**config.mk**
```make
export PLATFORM = sky130hd
export DESIGN_NAME = rgb_led_pwm
export DESIGN_NICKNAME = d
export VERILOG_FILES = /design/src/rtl/rgb_led_pwm.sv
export SDC_FILE = /design/constraint.sdc
export NUM_CORES = 2
export LEC_CHECK = 0
export CAP_MARGIN = 30
export CORE_ASPECT_RATIO = 2
export CORE_UTILIZATION = 30
export CTS_CLUSTER_SIZE = 16
export DETAILED_ROUTE_END_ITERATION = 6
export GPL_ROUTABILITY_DRIVEN = 0
export GPL_TIMING_DRIVEN = 0
export REMOVE_ABC_BUFFERS = 1
export SLEW_MARGIN = 20
export SYNTH_ARGS = -nofsm -noshare
export SYNTH_HDL_FRONTEND = slang
export SYNTH_SLANG_ARGS = --single-unit
```
**constraint.sdc**
```tcl
create_clock -name fpga_sysclk -period 9.4 [get_ports fpga_sysclk]
set_clock_uncertainty 0.2 [all_clocks]
set_input_delay 1.88 -clock fpga_sysclk [delete_from_list [all_inputs] [get_ports fpga_sysclk]]
set_output_delay 1.88 -clock fpga_sysclk [all_outputs]
set_load 0.02 [all_outputs]
```
**src/rtl/rgb_led_pwm.sv**
```systemverilog
// rtl/rgb_led_pwm.sv - multi-LED RGB PWM driver; optional gamma stage under `RGB_LED_GAMMA_EN
module rgb_led_pwm #(
  parameter int N_LEDS     = 4,
  parameter int PWM_BITS   = 8,
  parameter int PRESCALE   = 4,
  parameter int BLINK_BITS = 6,
  parameter int ACTIVE_LOW = 1,
  localparam int AW        = (N_LEDS > 1) ? $clog2(N_LEDS) : 1
) (
  input  logic                  fpga_sysclk,
  input  logic                  rst_fpga,
  input  logic                  wr_en,
  input  logic [AW-1:0]         wr_addr,
  input  logic [2:0]            wr_mode,
  input  logic [3*PWM_BITS-1:0] wr_color,
  output logic                  frame_start,
  output logic [3*N_LEDS-1:0]   led_rgb
);

  localparam int PW = (PRESCALE > 1) ? $clog2(PRESCALE) : 1;

  localparam logic [2:0] MODE_STATIC  = 3'd1;
  localparam logic [2:0] MODE_BLINK   = 3'd2;
  localparam logic [2:0] MODE_BREATHE = 3'd3;
  localparam logic [2:0] MODE_COUNT   = 3'd4;

  // Pin level that leaves an LED dark
  localparam logic PIN_OFF = (ACTIVE_LOW != 0);

  logic [PW-1:0]         pre_cnt;
  logic                  tick;
  logic [PWM_BITS-1:0]   pwm_cnt;
  logic                  frame_end;
  logic [31:0]           frame_cnt;
  logic [PWM_BITS-1:0]   env;
  logic                  env_up;

  logic [2:0]            sh_mode   [N_LEDS];
  logic [3*PWM_BITS-1:0] sh_color  [N_LEDS];
  logic [2:0]            act_mode  [N_LEDS];
  logic [3*PWM_BITS-1:0] act_color [N_LEDS];

  logic [2:0]            cnt_sel   [N_LEDS];
  logic [PWM_BITS-1:0]   duty      [N_LEDS][3];
  logic [3*N_LEDS-1:0]   pin_d;

  assign tick        = (pre_cnt == PW'(PRESCALE - 1));
  assign frame_end   = tick && (pwm_cnt == '1);
  assign frame_start = !rst_fpga && (pre_cnt == '0) && (pwm_cnt == '0);

  // (a * b) >> PWM_BITS on a double-width product, truncated
  function automatic logic [PWM_BITS-1:0] scale(input logic [PWM_BITS-1:0] a,
                                                input logic [PWM_BITS-1:0] b);
    logic [2*PWM_BITS-1:0] prod;
    prod = {{PWM_BITS{1'b0}}, a} * {{PWM_BITS{1'b0}}, b};
    return PWM_BITS'(prod >> PWM_BITS);
  endfunction

  // Duty of one colour channel for the current frame
  function automatic logic [PWM_BITS-1:0] chan_duty(input logic [2:0]          mode,
                                                    input logic [PWM_BITS-1:0] color,
                                                    input logic [PWM_BITS-1:0] env_v,
                                                    input logic                blink_dark,
                                                    input logic                cnt_on);
    logic [PWM_BITS-1:0] d;
    d = '0;
    case (mode)
      MODE_STATIC:  d = color;
      MODE_BLINK:   d = blink_dark ? '0 : color;
      MODE_BREATHE: d = scale(color, env_v);
      MODE_COUNT:   d = cnt_on ? '1 : '0;
      default:      d = '0;
    endcase
`ifdef RGB_LED_GAMMA_EN
    d = scale(d, d);
`endif
    return d;
  endfunction

  // Prescaler and PWM counter; the frame is 2^PWM_BITS ticks
  always_ff @(posedge fpga_sysclk) begin
    if (rst_fpga) begin
      pre_cnt <= '0;
      pwm_cnt <= '0;
    end else if (tick) begin
      pre_cnt <= '0;
      pwm_cnt <= pwm_cnt + 1'b1;
    end else begin
      pre_cnt <= pre_cnt + 1'b1;
    end
  end

  // Frame counter and triangle envelope; endpoints are held one extra frame
  always_ff @(posedge fpga_sysclk) begin
    if (rst_fpga) begin
      frame_cnt <= '0;
      env       <= '0;
      env_up    <= 1'b1;
    end else if (frame_end) begin
      frame_cnt <= frame_cnt + 32'd1;
      if (env_up) begin
        if (env == '1) env_up <= 1'b0;
        else           env    <= env + 1'b1;
      end else begin
        if (env == '0) env_up <= 1'b1;
        else           env    <= env - 1'b1;
      end
    end
  end

  // Writes land in the shadow; the shadow becomes active at each frame start
  always_ff @(posedge fpga_sysclk) begin
    if (rst_fpga) begin
      for (int i = 0; i < N_LEDS; i++) begin
        sh_mode[i]   <= '0;
        sh_color[i]  <= '0;
        act_mode[i]  <= '0;
        act_color[i] <= '0;
      end
    end else begin
      for (int i = 0; i < N_LEDS; i++) begin
        if (wr_en && (wr_addr == AW'(i))) begin
          sh_mode[i]  <= wr_mode;
          sh_color[i] <= wr_color;
        end
        if (frame_start) begin
          act_mode[i]  <= sh_mode[i];
          act_color[i] <= sh_color[i];
        end
      end
    end
  end

  // Effective duty; on the frame_start clock the shadow is about to become
  // active, so it is used directly to keep the first tick of the frame correct
  always_comb begin
    for (int i = 0; i < N_LEDS; i++) begin
      cnt_sel[i] = 3'(frame_cnt >> (3 * i + BLINK_BITS));
      for (int c = 0; c < 3; c++) begin
        duty[i][c] = chan_duty(frame_start ? sh_mode[i] : act_mode[i],
                               frame_start ? sh_color[i][c*PWM_BITS +: PWM_BITS]
                                           : act_color[i][c*PWM_BITS +: PWM_BITS],
                               env, frame_cnt[BLINK_BITS-1], cnt_sel[i][c]);
      end
    end
  end

  // PWM compare and pin polarity
  always_comb begin
    pin_d = '0;
    for (int i = 0; i < N_LEDS; i++) begin
      for (int c = 0; c < 3; c++) begin
        pin_d[3*i+c] = (pwm_cnt < duty[i][c]) ^ PIN_OFF;
      end
    end
  end

  // Registered pins, dark while in reset
  always_ff @(posedge fpga_sysclk) begin
    if (rst_fpga) led_rgb <= {(3*N_LEDS){PIN_OFF}};
    else          led_rgb <= pin_d;
  end

endmodule

```
* After elaboration in Yosys (flattened, before gate mapping) *
Memory sizes are Yosys's and may differ from the RTL's.
Index checks and enable logic that the tools add are counted.

operators by class
  add/sub/neg operators = 5
  multiply operators = 12
  magnitude comparators = 12
  equal/unequal tests = 24
  muxes and demuxes = 91
  bitwise gates (word level) = 28
  reductions and logical operators = 14

operators with widths
  operator               number
  $pmux 8 s4             12
  $mux 8                 39
  $mul 8x8->16           12
  $mux 24                8
  $lt 8x8->1             12
  $mux 3                 12
  $add 32x1->32 const B  1
  $eq 3x2->1 const B     8
  $mux 1                 20
  $add 8x1->8 const B    2
  $eq 8x8->1 const B     2
  $logic_not 8->1        2
  $or 1x1->1             16
  $eq 3x1->1 const B     4
  $eq 3x3->1 const B     4
  $not 1->1              12
  $sub 8x1->8 const B    1
  $logic_and 1x1->1      7
  $eq 2x2->1 const B     3
  $logic_not 2->1        2
  $ne 2x2->1 const B     2
  $reduce_and 3->1       1
  $add 2x1->2 const B    1
  $eq 2x1->1 const B     1
  other kinds (2)        2

word-level totals
  register bits after elaboration = 63
  memory bits (writable) = 216
  word-level logic and storage cells = 196
  memories kept = 4

memories
  memory     depth  bits a word  rd ports  clocked after Yosys merged registers in  write ports  line  text
  act_color  4      24           4         0                                        4            41    logic [3*PWM_BITS-1:0] act_color [N_LEDS];
  sh_color   4      24           4         0                                        4            39    logic [3*PWM_BITS-1:0] sh_color [N_LEDS];
  act_mode   4      3            4         0                                        4            40    logic [2:0] act_mode [N_LEDS];
  sh_mode    4      3            4         0                                        4            38    logic [2:0] sh_mode [N_LEDS];

* Depth between registers and ports, before layout *
  depth in word-level cells = 8
  depth in mapped cells = 34

* Worst setup path before layout *
No wires, ideal clock.

  path type = input port to flip-flop
  start = input rst_fpga
  end = register led_rgb[8]
  setup time = 137 ps
  data arrival time = 8258 ps
  setup slack = 805 ps
  stages = 27
  cell sequence = and4bb_1 -> nand3_2 -> buf_1 -> buf_2 -> buf_2 -> buf_2 -> a21oi_1 -> nor2b_1 -> fa_1 -> fa_1 -> fa_1 -> inv_1 -> fa_1 -> inv_1 -> ha_1 -> or2_2 -> a21oi_1 -> a31oi_1 -> and4_1 -> a2111oi_2 -> nor4b_1 -> nor3_1 -> ha_1 -> nand3_1 -> nor2_1 -> a2111oi_0 -> o31ai_1

on the way
  word-level cells in the longest chain between the ends = 8

ends and longest elaborated chain
  what                                     line      text
  from (decl)                              11        input logic rst_fpga,
  $logic_not 1->1                          49        assign frame_start = !rst_fpga && (pre_cnt == '0) && (pwm_cnt == '0);
  $logic_and 1x1->1 (2 in series)          49
  $mux 8 / $mux 3 (equally long branches)  141, 140
  $mul 8x8->16 (tied with other cells)     55        prod = {{PWM_BITS{1'b0}}, a} * {{PWM_BITS{1'b0}}, b};
  $pmux 8 s4                               67        case (mode)
  $lt 8x8->1                               153       pin_d[3*i+c] = (pwm_cnt < duty[i][c]) ^ PIN_OFF;
  $not 1->1 (no source line)               --
  to (signal assigned)                     160       if (rst_fpga) led_rgb <= {(3*N_LEDS){PIN_OFF}};
  to (signal assigned)                     161       else led_rgb <= pin_d;
  to (decl)                                17        output logic [3*N_LEDS-1:0] led_rgb

Parallel ways exist; a longest one is shown, timed or not.
A chain may end at the register's enable or synchronous reset.

* Worst setup path after layout *
  start = input rst_fpga
  end = register led_rgb[10]

The elaborated chain is that of the path after synthesis.

==> reports/results.txt <==
The flow ran to the end, and the final reports show no timing, DRC or antenna violations. The number of global-route vias before repair came out at 30.2k. The remaining global-route overflow was 0. The tool flagged a number of max-cap violations equal to 0.

Worst-case clock buffer depth: 3. The arrival time reported for the critical path endpoint came out at 9.40 ns. Of the total synthesized cell area, the portion taken by XOR and XNOR cells is 2.76%.

At the pin with the least slew margin, the transition time is 1.03 ns. The finished cells cover 41900 um^2. The number of flip-flops and latches in the synthesized netlist is 265, and the sequential share of the synthesized area is 19.9%. Final routed DRC violation total: 0. The critical path starts at rst_fpga.

In the synthesized netlist, the number of instances is 3954. The top cell type's share of synthesized area came out at 22.5%. The most used flip-flop cell after synthesis is sky130_fd_sc_hd__edfxtp_1. The count of buffers from port buffering was 44. Leaving out fill and tap cells, the most frequent cells in the layout are 594 x sky130_fd_sc_hd__inv_1, 583 x sky130_fd_sc_hd__nor2b_1, 491 x sky130_fd_sc_hd__ha_1. Clock-pin slew was measured on the worst setup and hold paths at 0.07 ns. The cell type with the largest total area after synthesis is sky130_fd_sc_hd__fa_1. The run gives 1 as the H-tree depth.

The average routed wire per standard cell is 19.8 um. Sorting the synthesized cells by area gives the leading types as sky130_fd_sc_hd__fa_1 22%, sky130_fd_sc_hd__edfxtp_1 17%, sky130_fd_sc_hd__ha_1 16%. For the number of pins with negative max-slew slack in the final report, the log shows 0.

Setup slack closes at 0.259 ns. Cells fill 33.8% of the core in the end. The die covers 127000 um^2. The final critical path takes up 97.2% of the cycle. The worst min-delay path startpoint is pre_cnt[0].

Multiplexer cells account for 0.590% of the synthesized area. The tools report the beginning of the worst register-to-register path as pwm_cnt[0]. Shortest clock period the worst path allows after layout: 9.14 ns.

Measured against its own limit, the worst slew margin works out to 31.4%. For the global-route wire length before repair, the log shows 170000 um. The floorplan step set the die height to 502 um.

For this block, the initial DRC count from the detailed router was 1459. Relative to the synthesized area, the layout overhead comes to 11.8%. Counting flops with an async set or reset pin after synthesis yields a share of 0%. For the count of endpoints failing hold in the final timing report, the log shows 0. The synthesized netlist contains 78 unique library cells. Of the total power, the share spent switching nets is 34.8%.

The cell type of the slowest stage on the worst timing path is sky130_fd_sc_hd__a21oi_1. The number of antenna violations at the first check in global routing was 13; the post-route antenna net violation count was 0. The largest delay contributor family on the critical path is compound AO/OA/AOI/OAI gates. Across every metal layer, demand over resource in global routing totals 17.6%. Entering global routing, the biggest net connects 53 pins.

The count of cells in the finished layout, fillers not included, comes to 5626. A synthesized cell averages 9.49 um^2. Yosys mapped a number of flops with a built-in enable equal to 216. The number of cells on the worst hold path works out to 1. The net count reported at finish was 4882; the highest cell delay on the worst timing path was 0.68 ns. STA classifies the critical path endpoint as a flop. Summing the areas of all compound-gate instances in the mapped netlist gives 9.38% of the synthesized area. The post-place setup slack was -1.66 ns; the critical path buffer and inverter count was 7. The tools report the total placed cells including tap cells as 5556. The clock sink count is 265.

In this run, flip-flops and latches consume 41.1% of the power. In this run the worst hold path is classified as reg -> reg. The run gives 0.133 mV as the largest vdd supply drop. After synthesis, the largest family of logic cells by area is adder cells.

The Yosys step of the flow raised 0 warnings. The tools report the detailed placement HPWL as 83400 um. After Yosys synthesis, full adders, half adders and majority gates account for 38.8% of the synthesized area. Per report_power, the clock group accounts for 32.6% of the total. The capture instance of the worst register-to-register path was led_rgb[10].

The region available for standard cell placement spans 124000 um^2. The simple-gate share of the synthesized area works out to 21.0%. The combinational fraction of design power was 26.3%.

The logs give 0.61 ns for the insertion delay of the later-clocked pin in the worst-skew pair and 1.23 mW for the net load switching power. After detailed routing, the total wire length is 112000 um. Detailed routing inserted a total of 28.2k vias. The start-to-end type of the worst setup path was in -> reg. Row generation in the floorplan step produced 183 rows. Once the floorplan was initialized, standard cells occupied 30.2% of the core. For this run, the top clock speed supported by timing is 109 MHz. In this design, the critical path's most frequently occurring cell is sky130_fd_sc_hd__fa_1.

TritonCTS built the clock tree. The worst-case register-to-register setup slack was 0.64 ns. The cell chosen for the clock root is sky130_fd_sc_hd__clkbuf_16. The library cell used most frequently in the layout, excluding fill and tap cells, is sky130_fd_sc_hd__inv_1. The run gives 0 as the count of hold-fix buffers inserted at cts. The highest net fanout along the worst path came out at 38. Cell internal power was estimated by the tool at 2.30 mW. The tools report the number of buffers added by the clock tree synthesis step as 27. The static leakage was 20.0 nW; the number of top-level pins was 45.

From left edge to right edge, the die measures 252 um. The first detailed-routing pass took 5 iterations. The summed instance area of the synthesized netlist came out at 37500 um^2. The share of post-route cells with drive strength above 1 was 5.71%; the power per unit of standard cell area was 84.0 nW/um^2.

The cell count of the worst reg-to-reg path is 28. The critical path data required time is 9.65 ns. Setup repair after global routing could not meet its margin everywhere. STA classifies the critical path startpoint as an input port. Dividing the detail-routed via count by the number of cells gives 5.01. Worst hold endpoint: pre_cnt[0].

The total placed instance area is 40500 um^2, and the setup violation total in the final timing report is 0.
## cells in the mapped netlist (6+ instances only)
cell	count
sky130_fd_sc_hd__nand2b_1	83
sky130_fd_sc_hd__o211ai_1	9
sky130_fd_sc_hd__or3_1	11
sky130_fd_sc_hd__nor4_1	15
sky130_fd_sc_hd__fa_1	421
sky130_fd_sc_hd__dfxtp_1	49
sky130_fd_sc_hd__inv_1	594
sky130_fd_sc_hd__a31oi_1	26
sky130_fd_sc_hd__xnor2_1	58
sky130_fd_sc_hd__mux2i_1	21
sky130_fd_sc_hd__o221ai_1	7
sky130_fd_sc_hd__buf_1	16
sky130_fd_sc_hd__o21a_1	25
sky130_fd_sc_hd__buf_2	10
sky130_fd_sc_hd__nand2_1	135
sky130_fd_sc_hd__a211o_1	6
sky130_fd_sc_hd__nor2b_1	583
sky130_fd_sc_hd__o21bai_1	11
sky130_fd_sc_hd__a21oi_1	201
sky130_fd_sc_hd__or3b_2	7
sky130_fd_sc_hd__ha_1	491
sky130_fd_sc_hd__clkbuf_1	125
sky130_fd_sc_hd__edfxtp_1	216
sky130_fd_sc_hd__nand3b_1	7
sky130_fd_sc_hd__and3_1	13
sky130_fd_sc_hd__xor2_1	60
sky130_fd_sc_hd__nor2_1	103
sky130_fd_sc_hd__a211oi_1	14
sky130_fd_sc_hd__a21o_1	53
sky130_fd_sc_hd__and2_1	274
sky130_fd_sc_hd__o21ai_0	73
sky130_fd_sc_hd__nor3_1	45
sky130_fd_sc_hd__nand3_1	16
sky130_fd_sc_hd__a221oi_1	39
sky130_fd_sc_hd__o21ai_1	19
sky130_fd_sc_hd__nand4_1	20
sky130_fd_sc_hd__o31ai_1	6
## per-layer routing
layer	up-vias	global-route usage [%]	part of all wire [%]
met5	-	0	0.034
met1	14392	17.8	35
li1	12915	-	-
met4	6	10.2	6.3
met3	267	1.35	3.5
met2	612	34.7	55
## how the worst max path moves through the flow
stage	depth (start not counted)	to	slack [ns]
3_5_place_dp	34	led_rgb[11]	-1.66
2_1_floorplan	29	led_rgb[11]	-1.20
5_1_grt	29	led_rgb[9]	-0.003
6_report	28	led_rgb[10]	0.26
4_1_cts	26	led_rgb[8]	0.01
3_3_place_gp	30	led_rgb[11]	-7.98
## per-stage QoR
| stage | hold WS [ns] | total power [mW] | setup TNS (ns) |
|---|---|---|---|
| CTS | 0.256 | 3.50 | 0 |
| finish | 0.260 | 3.53 | 0 |
| global placement | 0.233 | 2.29 | -841.41 |
| global route | 0.291 | 3.64 | -0.00342 |
| detailed placement | 0.245 | 2.33 | -15.34 |
| floorplan | 0.216 | 1.91 | -10.77 |
## state kept, by name (all words and copies together), names as in the netlist
signal / cells
act_mode: 12
pwm_cnt: 8
frame_cnt: 18
env: 8
act_color: 96
led_rgb: 12
sh_color: 96
pre_cnt: 2
env_up: 1
sh_mode: 12
## worst reg2reg max path, delay by kind of cell, from the launching register on
kind	cells	cell delay, ns
buf+inv	6	1.22
fa+ha+maj	7	3.00
simple gates	4	0.76
xor+xnor	1	0.11
compound gates	10	2.71
flops	1	0.63
## what timing repair did
action	CTS	global route
pin swaps	2	2
buffers inserted	2	5
endpoints found under the setup margin	12	10
cloned	2	3
resized for setup	15	52
## power by group through the flow
stage / registers (mW) / logic [mW] / clock network (mW)
CTS: 1.44 / 0.885 / 1.17
detailed placement: 1.47 / 0.863 / 0
finish: 1.45 / 0.925 / 1.15
global route: 1.46 / 0.983 / 1.20
global placement: 1.48 / 0.809 / 0
floorplan: 1.48 / 0.435 / 0
## final cells by class
type / count / area, um^2
clock buffers: 34 / 742
flip-flops and latches: 265 / 7510
repair buffers: 105 / 1530
clock inverters: 16 / 161
diodes: 2 / 5.00
multi-input cells: 2943 / 27700
inverters: 596 / 2260
fillers: 12777 / 82200
well taps: 1665 / 2080
## cell families after synthesis
kind of cell,Yosys count
buffers and inverters,747
XOR/XNOR,118
adder cells (fa/ha/maj),912
AND/OR/NAND/NOR,1349
AO/OA/AOI/OAI,541
multiplexers,22
flip-flops,265
No activity file was read; power rests on OpenSTA's default activity.
